File: src/rtl/axi_ram_ctrl_if.sv
// axi_ram_ctrl_if: AXI4 bundle with a shared read/write address channel.
interface axi_ram_ctrl_if #(
    parameter int ADDR_BITS = 14
);
    logic                 axi_arw_valid;
    logic                 axi_arw_ready;
    logic [ADDR_BITS-1:0] axi_arw_payload_addr;
    logic                 axi_arw_payload_id;
    logic [7:0]           axi_arw_payload_len;
    logic [2:0]           axi_arw_payload_size;
    logic [1:0]           axi_arw_payload_burst;
    logic                 axi_arw_payload_write;
    logic                 axi_w_valid;
    logic                 axi_w_ready;
    logic [31:0]          axi_w_payload_data;
    logic [3:0]           axi_w_payload_strb;
    logic                 axi_w_payload_last;
    logic                 axi_b_valid;
    logic                 axi_b_ready;
    logic                 axi_b_payload_id;
    logic                 axi_r_valid;
    logic                 axi_r_ready;
    logic [31:0]          axi_r_payload_data;
    logic                 axi_r_payload_id;
    logic                 axi_r_payload_last;

    modport master (
        output axi_arw_valid, axi_arw_payload_addr, axi_arw_payload_id, axi_arw_payload_len,
               axi_arw_payload_size, axi_arw_payload_burst, axi_arw_payload_write,
               axi_w_valid, axi_w_payload_data, axi_w_payload_strb, axi_w_payload_last,
               axi_b_ready, axi_r_ready,
        input  axi_arw_ready, axi_w_ready, axi_b_valid, axi_b_payload_id,
               axi_r_valid, axi_r_payload_data, axi_r_payload_id, axi_r_payload_last
    );

    modport slave (
        input  axi_arw_valid, axi_arw_payload_addr, axi_arw_payload_id, axi_arw_payload_len,
               axi_arw_payload_size, axi_arw_payload_burst, axi_arw_payload_write,
               axi_w_valid, axi_w_payload_data, axi_w_payload_strb, axi_w_payload_last,
               axi_b_ready, axi_r_ready,
        output axi_arw_ready, axi_w_ready, axi_b_valid, axi_b_payload_id,
               axi_r_valid, axi_r_payload_data, axi_r_payload_id, axi_r_payload_last
    );
endinterface

File: src/rtl/axi_ram_ctrl.sv
// axi_ram_ctrl: AXI4 slave (shared AR/AW) driving a single-port 32-bit RAM.
// Reads are prefetched into a 2-entry FIFO so r_ready back-pressure never drops data.
module axi_ram_ctrl #(
    parameter int ADDR_BITS      = 14,
    parameter int WORD_ADDR_BITS = 12
) (
    input  logic                      clk,
    input  logic                      reset,
    axi_ram_ctrl_if.slave             axi,
    output logic                      ram_en,
    output logic                      ram_wr,
    output logic [WORD_ADDR_BITS-1:0] ram_addr,
    output logic [3:0]                ram_mask,
    output logic [31:0]               ram_wrData,
    input  logic [31:0]               ram_rdData
);
    typedef enum logic [1:0] {IDLE, READ, WRITE, WRESP} state_t;
    state_t                    state, state_next;
    logic [WORD_ADDR_BITS-1:0] addr, addr_inc, addr_next, wrap_mask;
    logic [7:0]                len;
    logic [1:0]                burst;
    logic                      id;
    logic [8:0]                left;
    logic                      pend, pend_last;
    logic [31:0]               fifo_data [2];
    logic [1:0]                fifo_last;
    logic                      wp, rp;
    logic [1:0]                count;
    logic                      arw_hs, w_hs, b_hs, r_hs, issue, wrap_ok;
    logic                      unused;

    assign unused = ^{axi.axi_arw_payload_size, axi.axi_w_payload_last, axi.axi_arw_payload_addr[1:0]};

    assign arw_hs = axi.axi_arw_valid && state == IDLE;
    assign w_hs   = axi.axi_w_valid && state == WRITE;
    assign b_hs   = axi.axi_b_ready && state == WRESP;
    assign r_hs   = axi.axi_r_valid && axi.axi_r_ready;
    // A pop in the same cycle frees a slot, keeping reads streaming at one beat per cycle.
    assign issue  = state == READ && left != 9'd0 &&
                    ({1'b0, count} + {2'b0, pend} - {2'b0, r_hs}) < 3'd2;

    assign wrap_ok   = len == 8'd1 || len == 8'd3 || len == 8'd7 || len == 8'd15;
    assign wrap_mask = WORD_ADDR_BITS'(len);
    assign addr_inc  = addr + WORD_ADDR_BITS'(1);
    assign addr_next = burst == 2'd0 ? addr
                     : burst == 2'd2 && wrap_ok ? (addr & ~wrap_mask) | (addr_inc & wrap_mask)
                     : addr_inc;

    assign axi.axi_arw_ready      = state == IDLE;
    assign axi.axi_w_ready        = state == WRITE;
    assign axi.axi_b_valid        = state == WRESP;
    assign axi.axi_b_payload_id   = id;
    assign axi.axi_r_valid        = count != 2'd0;
    assign axi.axi_r_payload_data = axi.axi_r_valid ? fifo_data[rp] : 32'd0;
    assign axi.axi_r_payload_last = axi.axi_r_valid && fifo_last[rp];
    assign axi.axi_r_payload_id   = id;

    assign ram_en     = w_hs || issue;
    assign ram_wr     = w_hs;
    assign ram_addr   = addr;
    assign ram_mask   = w_hs ? axi.axi_w_payload_strb : 4'd0;
    assign ram_wrData = w_hs ? axi.axi_w_payload_data : 32'd0;

    always_ff @(posedge clk or posedge reset)
        if (reset) state <= IDLE;
        else state <= state_next;

    always_comb begin
        state_next = state;
        unique case (state)
            IDLE:    if (arw_hs) state_next = axi.axi_arw_payload_write ? WRITE : READ;
            WRITE:   if (w_hs && left == 9'd1) state_next = WRESP;
            WRESP:   if (b_hs) state_next = IDLE;
            READ:    if (r_hs && axi.axi_r_payload_last) state_next = IDLE;
            default: state_next = IDLE;
        endcase
    end

    always_ff @(posedge clk or posedge reset)
        if (reset) begin
            addr      <= '0;
            len       <= '0;
            burst     <= '0;
            id        <= 1'b0;
            left      <= '0;
            pend      <= 1'b0;
            pend_last <= 1'b0;
            fifo_last <= '0;
            wp        <= 1'b0;
            rp        <= 1'b0;
            count     <= '0;
        end else begin
            if (arw_hs) begin
                addr  <= axi.axi_arw_payload_addr[ADDR_BITS-1:2];
                len   <= axi.axi_arw_payload_len;
                burst <= axi.axi_arw_payload_burst;
                id    <= axi.axi_arw_payload_id;
                left  <= {1'b0, axi.axi_arw_payload_len} + 9'd1;
            end else if (w_hs || issue) begin
                addr <= addr_next;
                left <= left - 9'd1;
            end
            pend      <= issue;
            pend_last <= left == 9'd1;
            if (pend) begin
                fifo_last[wp] <= pend_last;
                wp            <= ~wp;
            end
            if (r_hs) rp <= ~rp;
            count <= count + {1'b0, pend} - {1'b0, r_hs};
        end

    always_ff @(posedge clk)
        if (pend) fifo_data[wp] <= ram_rdData;
endmodule

File: src/flat_wrapper.sv
// flat-port wrapper written by rule: the top's interface ports become plain ports
module axi_ram_ctrl_flat 
#(
    parameter int ADDR_BITS      = 14,
    parameter int WORD_ADDR_BITS = 12
)
  (clk, reset, ram_en, ram_wr, ram_addr, ram_mask, ram_wrData, ram_rdData, axi_axi_arw_valid, axi_axi_arw_payload_addr, axi_axi_arw_payload_id, axi_axi_arw_payload_len, axi_axi_arw_payload_size, axi_axi_arw_payload_burst, axi_axi_arw_payload_write, axi_axi_w_valid, axi_axi_w_payload_data, axi_axi_w_payload_strb, axi_axi_w_payload_last, axi_axi_b_ready, axi_axi_r_ready, axi_axi_arw_ready, axi_axi_w_ready, axi_axi_b_valid, axi_axi_b_payload_id, axi_axi_r_valid, axi_axi_r_payload_data, axi_axi_r_payload_id, axi_axi_r_payload_last);
  axi_ram_ctrl_if #(.ADDR_BITS(ADDR_BITS)) axi_i ();
  input  logic clk;
  input  logic reset;
  output logic ram_en;
  output logic ram_wr;
  output logic [WORD_ADDR_BITS-1:0] ram_addr;
  output logic [3:0] ram_mask;
  output logic [31:0] ram_wrData;
  input  logic [31:0] ram_rdData;
  input wire logic [$bits(axi_i.axi_arw_valid)-1:0] axi_axi_arw_valid;
  input wire logic [$bits(axi_i.axi_arw_payload_addr)-1:0] axi_axi_arw_payload_addr;
  input wire logic [$bits(axi_i.axi_arw_payload_id)-1:0] axi_axi_arw_payload_id;
  input wire logic [$bits(axi_i.axi_arw_payload_len)-1:0] axi_axi_arw_payload_len;
  input wire logic [$bits(axi_i.axi_arw_payload_size)-1:0] axi_axi_arw_payload_size;
  input wire logic [$bits(axi_i.axi_arw_payload_burst)-1:0] axi_axi_arw_payload_burst;
  input wire logic [$bits(axi_i.axi_arw_payload_write)-1:0] axi_axi_arw_payload_write;
  input wire logic [$bits(axi_i.axi_w_valid)-1:0] axi_axi_w_valid;
  input wire logic [$bits(axi_i.axi_w_payload_data)-1:0] axi_axi_w_payload_data;
  input wire logic [$bits(axi_i.axi_w_payload_strb)-1:0] axi_axi_w_payload_strb;
  input wire logic [$bits(axi_i.axi_w_payload_last)-1:0] axi_axi_w_payload_last;
  input wire logic [$bits(axi_i.axi_b_ready)-1:0] axi_axi_b_ready;
  input wire logic [$bits(axi_i.axi_r_ready)-1:0] axi_axi_r_ready;
  output wire logic [$bits(axi_i.axi_arw_ready)-1:0] axi_axi_arw_ready;
  output wire logic [$bits(axi_i.axi_w_ready)-1:0] axi_axi_w_ready;
  output wire logic [$bits(axi_i.axi_b_valid)-1:0] axi_axi_b_valid;
  output wire logic [$bits(axi_i.axi_b_payload_id)-1:0] axi_axi_b_payload_id;
  output wire logic [$bits(axi_i.axi_r_valid)-1:0] axi_axi_r_valid;
  output wire logic [$bits(axi_i.axi_r_payload_data)-1:0] axi_axi_r_payload_data;
  output wire logic [$bits(axi_i.axi_r_payload_id)-1:0] axi_axi_r_payload_id;
  output wire logic [$bits(axi_i.axi_r_payload_last)-1:0] axi_axi_r_payload_last;
  assign axi_i.axi_arw_valid = axi_axi_arw_valid;
  assign axi_i.axi_arw_payload_addr = axi_axi_arw_payload_addr;
  assign axi_i.axi_arw_payload_id = axi_axi_arw_payload_id;
  assign axi_i.axi_arw_payload_len = axi_axi_arw_payload_len;
  assign axi_i.axi_arw_payload_size = axi_axi_arw_payload_size;
  assign axi_i.axi_arw_payload_burst = axi_axi_arw_payload_burst;
  assign axi_i.axi_arw_payload_write = axi_axi_arw_payload_write;
  assign axi_i.axi_w_valid = axi_axi_w_valid;
  assign axi_i.axi_w_payload_data = axi_axi_w_payload_data;
  assign axi_i.axi_w_payload_strb = axi_axi_w_payload_strb;
  assign axi_i.axi_w_payload_last = axi_axi_w_payload_last;
  assign axi_i.axi_b_ready = axi_axi_b_ready;
  assign axi_i.axi_r_ready = axi_axi_r_ready;
  assign axi_axi_arw_ready = axi_i.axi_arw_ready;
  assign axi_axi_w_ready = axi_i.axi_w_ready;
  assign axi_axi_b_valid = axi_i.axi_b_valid;
  assign axi_axi_b_payload_id = axi_i.axi_b_payload_id;
  assign axi_axi_r_valid = axi_i.axi_r_valid;
  assign axi_axi_r_payload_data = axi_i.axi_r_payload_data;
  assign axi_axi_r_payload_id = axi_i.axi_r_payload_id;
  assign axi_axi_r_payload_last = axi_i.axi_r_payload_last;
  axi_ram_ctrl #(.ADDR_BITS(ADDR_BITS), .WORD_ADDR_BITS(WORD_ADDR_BITS)) u_core (.clk(clk), .reset(reset), .axi(axi_i), .ram_en(ram_en), .ram_wr(ram_wr), .ram_addr(ram_addr), .ram_mask(ram_mask), .ram_wrData(ram_wrData), .ram_rdData(ram_rdData));
endmodule
File: config.mk
export PLATFORM = sky130hd
export DESIGN_NAME = axi_ram_ctrl_flat
export DESIGN_NICKNAME = d
export VERILOG_FILES = /design/src/rtl/axi_ram_ctrl_if.sv /design/src/rtl/axi_ram_ctrl.sv /design/src/flat_wrapper.sv
export SDC_FILE = /design/constraint.sdc
export NUM_CORES = 1
export LEC_CHECK = 0
export CAP_MARGIN = 20
export CORE_MARGIN = 10
export CORE_UTILIZATION = 44
export DETAILED_ROUTE_END_ITERATION = 10
export PLACE_DENSITY = 0.8
export SYNTH_ARGS = -nofsm -noshare
export SYNTH_HDL_FRONTEND = slang
export SYNTH_SLANG_ARGS = --single-unit
File: constraint.sdc
create_clock -name clk -period 4.2 [get_ports clk]
set_input_delay 0.84 -clock clk [delete_from_list [all_inputs] [get_ports clk]]
set_output_delay 0.84 -clock clk [all_outputs]
set_load 0.02 [all_outputs]
==> impl_metrics.ini, run 1 <==
[setup_path]
startpoint_type = input pin
cp_data_required_time_ns = 3.36
end_kind = output pin
worst-r2r-cell-count = 12
path_class = in2out
worstReg2RegStart = u_core.count[1]
arrival_ns = 3.04
crit_fanout = 2
r2r_slack_ns = 0.70

[sta]
setup_violations = 0
fmax_mhz = 257
skew_ns = 0.00503
fin_crit_sh_pct = 92.5
max-slew-margin-rel_pct = 31.3
hold_violations = 0
slew_violations = 0
period_needed_ns = 3.88
tns_ns = 0
tightest_slew_ns = 1.03
rsz0062_at_grt = false

[cells_and_area]
drive_gt1_share_pct = 6.70
nets = 734
num_antenna_cells = 0
area_growth_pct = 46.8
final_common_cell = clkdlybuf4s50_1
final_cell_mix = clkdlybuf4s50_1 (184), edfxtp_1 (64), nand2_1 (48)
final_util_pct = 65.5

[grt]
grt_max_degree = 45
grt_first_pass_wirelength_um = 21500
overflow = 0
antenna_found_initial = 0
track_usage_pct = 16.2
grt_pass1_vias = 4079

[clock_tree]
worst_skew_pair.late_latency_ns = 0.34
cts_buffers = 9
cts_tree = yes
cts_max_level = 3
clockBufferDepth = 2
clock_sinks = 106
cts_root_buf = clkbuf_16
path_clk_slew_ns = 0.07

[synthesis]
ys_warn_count = 0
synth-seq-cells = 106
syn-mean-instance-area_um2 = 11.4
ys.flop_type = edfxtp_1
async_reset_ff_share_pct = 39.6
ys_seq_area_share_pct = 58.8
synth.cell_area_um2 = 5050
syn_inst = 442
syn-num-nets = 554
synth_edf_count = 64
synth.distinct_cells = 49

[drt]
viasPerCell = 5.21
firstDrtPassIters = 4
drc = 0
post_drt_wl_per_cell_um = 17.8
vias = 4009
wl_um = 13700
drt_iter0_markers = 275
ant_nets = 0

[placement]
io_buffer_count = 186
place_congestion = 0.795
dp_hpwl_um = 10300

[pwr]
irDropWorstVdd_v = 0.000370
power.density_nw_per_um2 = 658
power_leakage_nw = 3.04

[outcome]
status = finished, final reports clean

[floorplan]
start_util_pct = 44.7
ios = 193
die_y_um = 127
die-area_um2 = 16200
rows = 39
dieWidth_um = 127
coreArea_um2 = 11300

[run]
cap_violations = 0

[worst_hold_path]
min_path_cells = 2
hold_path_end = u_core.len[0]
hp-class = reg2reg
hold_path.startpoint = u_core.len[0]
[sequential cells by signal, summed over array words and instances (netlist names), named ones only]
| signal | cells |
|---|---|
| u_core.state | 2 |
| u_core.fifo_last | 2 |
| u_core.ram_addr | 5 |
| u_core.axi.axi_b_payload_id | 1 |
| u_core.wp | 1 |
| u_core.burst | 2 |
| u_core.left | 9 |
| u_core.count | 2 |
| u_core.rp | 1 |
| u_core.pend_last | 1 |
| u_core.len | 8 |
| u_core.pend | 1 |
| u_core.fifo_data | 64 |
[kinds of logic (layout without fill, tap and decap cells)]
family | count (synthesis) | count (layout) | share of synthesized area, %
adders and majority gates | 8 | 8 | 2.13
and+or+nand+nor | 196 | 196 | 20.1
muxes | 40 | 40 | 8.00
buffers and inverters | 40 | 225 | 3.37
DFF | 106 | 106 | 58.8
AOI/OAI and AO/OA | 42 | 42 | 5.82
xor gates and xnor gates | 10 | 10 | 1.73
[per-stage QoR]
| step | power, mW | hold WS (ns) | cells | cell area, um2 | setup slack [ns] |
|---|---|---|---|---|---|
| 3_3_place_gp | 3.89 | 0.461 | 753 | 7060 | -0.441 |
| 6_report | 4.88 | 0.478 | 770 | 7420 | 0.316 |
| 2_1_floorplan | 2.96 | 0.438 | 442 | 5050 | 0.433 |
| 5_1_grt | 5.18 | 0.504 | 770 | 7420 | 0.190 |
| 4_1_cts | 4.88 | 0.476 | 769 | 7390 | 0.0223 |
| 3_5_place_dp | 3.96 | 0.459 | 753 | 7060 | -0.480 |
[worst max path at each step]
stage	from	end	slack, ns	depth (start not counted)
5_1_grt	u_core.count[1]	ram_en	0.19	11
4_1_cts	axi_axi_r_ready	ram_en	0.02	10
3_3_place_gp	axi_axi_r_ready	ram_en	-0.44	10
2_1_floorplan	u_core.count[1]	ram_en	0.43	11
6_report	axi_axi_r_ready	ram_en	0.32	10
3_5_place_dp	axi_axi_r_ready	ram_en	-0.48	10
[where the power goes]
part / internal (mW) / total [mW] / switching [mW]
clock: 0.532 / 0.909 / 0.378
sequential: 1.39 / 1.67 / 0.278
combinational: 1.09 / 2.30 / 1.22
[critical path: stages]
cell	delay [ns]
dlymetal6s2s_1	0.13
and2_4	0.14
ha_1	0.27
inv_1	0.04
ha_2	0.16
fa_1	0.48
or4_4	0.56
a2bb2oi_4	0.19
inv_2	0.11
buf_6	0.12
[final cells by class]
type | count | area [um2]
well taps | 143 | 179
clock inverters | 6 | 95.1
flip-flops and latches | 106 | 2970
fillers | 880 | 3900
clock buffers | 10 | 229
multi-input cells | 296 | 1950
repair buffers | 196 | 1940
inverters | 13 | 48.8
[layer usage]
layer  GRT usage, %  vias up  wire length, um
li1               -     1963                -
met2           27.3      118             6860
met4           4.82        0              170
met3           3.72       15              684
met5              0        -                0
met1           20.3     1913             5950
[timing repair]
item / CTS / global route
setup endpoints to repair: 1 / 1
gates resized for setup: 6 / 6
hold endpoints to repair: 0 / 0
buffers inserted: 0 / 1
hold buffers: 0 / 0
pin swaps: 0 / 2
[Yosys cell counts, drive strengths merged, types with 2 or more instances]
cell type | n | area (um2)
xnor2 | 5 | 43.8
mux2 | 3 | 33.8
nand3 | 7 | 35.0
and4 | 3 | 26.3
or3 | 7 | 43.8
nand4 | 4 | 25.0
nor3 | 3 | 15.0
o311ai | 3 | 26.3
edfxtp | 64 | 1920
nor4b | 2 | 17.5
clkbuf | 21 | 78.8
nand2 | 48 | 180
and3 | 45 | 282
o31ai | 5 | 37.5
a2bb2oi | 2 | 17.5
and2 | 5 | 31.3
a31oi | 10 | 62.6
a41oi | 2 | 17.5
nor2 | 49 | 184
a211o | 2 | 17.5
nor3b | 3 | 22.5
nand4b | 2 | 17.5
ha | 7 | 87.6
nand2b | 2 | 12.5
a21oi | 3 | 15.0
o211ai | 3 | 22.5
o21ai | 7 | 35.0
or4 | 8 | 63.8
mux2i | 37 | 370
xor2 | 5 | 43.8
buf | 6 | 42.5
inv | 13 | 48.8
dfrtp | 42 | 1050
nand3b | 4 | 30.0
No activity file was read; power rests on OpenSTA's default activity.
==> run 2: changes to the inputs <==
RECOVER_POWER = 50   (was unset)
clock period = 3.6 ns   (was 4.2 ns; I/O delays follow)
==> run 2 against run 1 <==
Effect of this change:
- the run now ends with negative setup slack left
- core utilization up 1.3 points
- power up 19%
- worst hold slack better by 0.0054 ns
- clock skew up 0.0016 ns
- first-iteration DRC count up 23%
- via count up 4.5%
- final cell count up 3.2%
- setup slack worse by 0.37 ns
- sequential share of layout area down 0.80 points
- die area unchanged
- sequential power up 14%
==> impl_metrics.ini, run 2 (same netlist as run 1, synthesis figures left out) <==
[floorplan]
die-area_um2 = 16200
ios = 193
start_util_pct = 44.7
die_y_um = 127
coreArea_um2 = 11300
rows = 39
dieWidth_um = 127

[outcome]
violations = negative setup slack
status = finished with violations

[worst_hold_path]
hold_path.startpoint = u_core.len[0]
hp-class = reg2reg
min_path_cells = 2
hold_path_end = u_core.len[0]

[placement]
place_congestion = 0.792
dp_hpwl_um = 10700
place_ws_ns = -0.815
io_buffer_count = 186

[grt]
grt_pass1_vias = 4294
overflow = 0
grt_max_degree = 44
grt_first_pass_wirelength_um = 22800
track_usage_pct = 17.1
antenna_found_initial = 0

[sta]
fin_crit_sh_pct = 102
tightest_slew_ns = 1.20
setup_ws_ns = -0.0581
skew_ns = 0.00666
max-slew-margin-rel_pct = 20.2
setup_violations = 1
tns_ns = -0.0581
hold_violations = 0
fmax_mhz = 273
period_needed_ns = 3.66
rsz0062_at_grt = true
slew_violations = 0

[clock_tree]
cts_buffers = 9
clockBufferDepth = 2
cts_tree = yes
clock_sinks = 106
hold_buffers = 0
cts_max_level = 3
worst_skew_pair.late_latency_ns = 0.33
cts_root_buf = clkbuf_16
path_clk_slew_ns = 0.07

[cells_and_area]
largest-register = u_core.fifo_data
final_common_cell = clkdlybuf4s50_1
num_antenna_cells = 0
largest_reg_flops = 64
area_growth_pct = 49.8
drive_gt1_share_pct = 10.6
final_cell_mix = clkdlybuf4s50_1 (150), edfxtp_1 (64), nand2_1 (48)
reg_top3 = u_core.fifo_data x64, u_core.left x9, u_core.len x8
final_util_pct = 66.9
nets = 759

[drt]
firstDrtPassIters = 5
drc = 0
ant_nets = 0
viasPerCell = 5.27
post_drt_wl_per_cell_um = 18.5
vias = 4190
drt_iter0_markers = 339
wl_um = 14700

[setup_path]
worstReg2RegStart = u_core.count[1]
cp_data_required_time_ns = 2.88
path_class = reg2out
worst-r2r-cell-count = 12
r2r_slack_ns = 0.21
end_kind = output pin
startpoint_type = flop
arrival_ns = 2.94
crit_fanout = 2

[pwr]
power.density_nw_per_um2 = 767
power_leakage_nw = 3.13
irDropWorstVdd_v = 0.000508
power_mw = 5.80

[run]
cap_violations = 0
==> run 2: repair_timing <==
| item | in CTS | in global routing |
|---|---|---|
| buffers inserted | 15 | 4 |
| pin swaps | 6 | 5 |
| endpoints found under the setup margin | 2 | 3 |
| resized for setup | 17 | 4 |
==> run 2: power breakdown <==
part	switching, mW	leakage [nW]	internal [mW]	total (mW)
Combinational	1.54	1.92	1.44	2.99
Sequential	0.289	1.09	1.62	1.91
Clock	0.430	0.131	0.475	0.905
Total	2.26	3.13	3.54	5.80
==> run 2: worst max-delay path: stages (launching register included) <==
cell       delay (ns)
dfrtp_1          0.39
nor2_2           0.14
inv_2            0.06
and2_4           0.15
ha_4             0.26
inv_4            0.03
ha_4             0.14
fa_1             0.47
or4_4            0.53
a2bb2oi_4        0.19
inv_2            0.12
buf_6            0.12
==> run 2: worst max-delay path by stage <==
stage	depth (start not counted)	from	endpoint
global route	11	u_core.count[1]	ram_en
detailed placement	10	axi_axi_r_ready	ram_en
global placement	10	axi_axi_r_ready	ram_en
floorplan	11	u_core.count[1]	ram_en
CTS	11	u_core.count[0]	ram_en
finish	11	u_core.count[1]	ram_en
==> run 2: metal layers <==
| layer | wire length (um) | vias to the layer above | part of all wire [%] | track usage (%) |
|---|---|---|---|---|
| met1 | 6300 | 2042 | 43 | 21.5 |
| li1 | - | 2017 | - | - |
| met3 | 715 | 15 | 4.9 | 3.85 |
| met4 | 146 | 0 | 1.0 | 4.76 |
| met5 | 0 | - | 0 | 0 |
| met2 | 7500 | 116 | 51 | 29.0 |
==> run 2: layout make-up <==
class                      count  area [um2]
clock inverter                 5        38.8
clock buffer                  11         233
timing repair buffer         221        2120
fill                         852        3750
tap                          143         179
inverter                      13        51.3
sequential                   106        2970
multi-input combinational    296        1980
==> run 2: metrics by stage <==
step | hold WS (ns) | area [um2] | instances
2_1_floorplan | 0.438 | 5060 | 442
3_3_place_gp | 0.458 | 7110 | 759
3_5_place_dp | 0.474 | 7110 | 759
4_1_cts | 0.489 | 7520 | 790
5_1_grt | 0.508 | 7570 | 795
6_report | 0.483 | 7570 | 795
==> run 3: changes to the inputs <==
CTS_BUF_LIST = sky130_fd_sc_hd__clkbuf_16   (was unset)
RECOVER_POWER = 25   (was 50)
REMOVE_ABC_BUFFERS = 1   (was unset)
==> run 3 against run 2 <==
Effect of this change:
- the flow still finishes with violations (negative setup slack)
- final area rose by 0.53%
- combinational power barely moved
- first-iteration DRC count fell by 2.4%
- core utilization rose by 0.35 points
- global-route usage rose by 0.80 points
- clock skew rose by 0.0012 ns
- highest routed layer unchanged
- clock power rose by 7.8%
- via count rose by 2.0%
- clock-buffer cell count fell by 2
==> impl_metrics.ini, run 3 (same netlist as run 1, synthesis figures left out) <==
[outcome]
status = finished with violations
violations = negative setup slack

[setup_path]
worst-r2r-cell-count = 12
cp_data_required_time_ns = 2.88
crit_fanout = 2
end_kind = output pin
arrival_ns = 2.99
path_class = reg2out
startpoint_type = flop

[placement]
dpl_cell_area_um2 = 7130
io_buffer_count = 186
dp.cells = 762
place_ws_ns = -0.835
place_congestion = 0.816
dp_hpwl_um = 11100

[grt]
grt_use_met2_pct = 31.2
met3_usage_pct = 4.51
grt_first_pass_wirelength_um = 23400
grt-busiest-layer = met2
grt_max_degree = 39
grt_pass1_vias = 4385
overflow = 0
track_usage_pct = 17.9
antenna_found_initial = 0
use_met1_pct = 21.3

[cells_and_area]
drive_gt1_share_pct = 11.3
final_common_cell = clkdlybuf4s50_1
final_cell_mix = clkdlybuf4s50_1 (151), edfxtp_1 (64), nand2_1 (48)
largest_reg_flops = 64
final_cell_area_um2 = 7610
reg_top3 = u_core.fifo_data x64, u_core.left x9, u_core.len x8
area_growth_pct = 50.6
largest-register = u_core.fifo_data
fillCellCount = 851
num_antenna_cells = 0
final_cells = 798
nets = 762

[worst_hold_path]
hp-class = reg2reg
min_path_cells = 2

[pwr]
power_leakage_nw = 3.16
power.density_nw_per_um2 = 776
irDropWorstVdd_v = 0.000509

[sta]
fmax_mhz = 269
period_needed_ns = 3.71
rsz0062_at_grt = true
tightest_slew_ns = 0.948
setup_ws_ns = -0.114
fin_crit_sh_pct = 103
whs_ns = 0.485
setup_violations = 1
max-slew-margin-rel_pct = 36.7
slew_violations = 0
hold_violations = 0
skew_ns = 0.00786
tns_ns = -0.114

[clock_tree]
cts_max_level = 3
worst_skew_pair.late_latency_ns = 0.34
path_clk_slew_ns = 0.07
cts_buffers = 9
clock_sinks = 106
cts_root_buf = clkbuf_16
clockBufferDepth = 2
cts_tree = yes

[drt]
drc = 0
vias = 4273
ant_nets = 0
post_drt_wl_per_cell_um = 19.0
firstDrtPassIters = 4
wl_um = 15200
drt_iter0_markers = 331
viasPerCell = 5.35

[floorplan]
die_y_um = 127
start_util_pct = 44.7
die-area_um2 = 16200
rows = 39
coreArea_um2 = 11300
dieWidth_um = 127
ios = 193

[run]
cap_violations = 0
run 3: critical path: stages (launching register included):
cell	delay, ns
dfrtp_1	0.41
nor2_2	0.16
inv_2	0.06
and2_4	0.15
ha_4	0.26
inv_2	0.03
ha_4	0.14
fa_1	0.49
or4_4	0.53
a2bb2oi_4	0.19
inv_2	0.09
buf_6	0.12
run 3: worst paths after layout:
check | from | to | slack (ns)
worst max-delay path | u_core.count[1] | ram_en | -0.11
worst max register to register | u_core.count[1] | flop | 0.15
max in group asynchronous | reset | u_core.ram_addr[9] | 2.06
min in group asynchronous | reset | u_core.wp | 0.82
worst min register to register | u_core.len[5] | u_core.len[5] | 0.49
worst min-delay path | u_core.len[5] | u_core.len[5] | 0.49
run 3: layout make-up:
class                           count  area [um2]  share of cell area, %
Clock buffer                        9         225                   2.96
Clock inverter                      7        70.1                  0.921
Sequential cell                   106        2970                   39.1
Multi-Input combinational cell    296        1980                   26.0
Timing Repair Buffer              224        2140                   28.1
Inverter                           13        48.8                  0.641
Tap cell                          143         179                   2.35
run 3: what timing repair did:
action	in CTS	in global routing
setup endpoints to repair	3	3
cloned	0	0
pin swaps	5	5
resized for setup	17	5
hold buffers	0	0
buffers inserted	16	4
run 3: through the flow:
step | util [%] | power [mW]
floorplan | - | 3.37
CTS | 66.9 | 5.87
detailed placement | 63.0 | 4.71
global route | 67.2 | 6.25
finish | 67.2 | 5.91
global placement | 63.0 | 4.61
run 3: layer usage:
layer / share of wire (%) / up-vias
li1: - / 2027
met1: 41 / 2090
met2: 52 / 140
met3: 6.0 / 16
met4: 1.2 / 0
met5: 0 / -
run 3: where the power goes:
part,internal [mW],switching [mW]
clock network,0.538,0.438
logic,1.45,1.55
registers,1.62,0.308
total,3.61,2.30
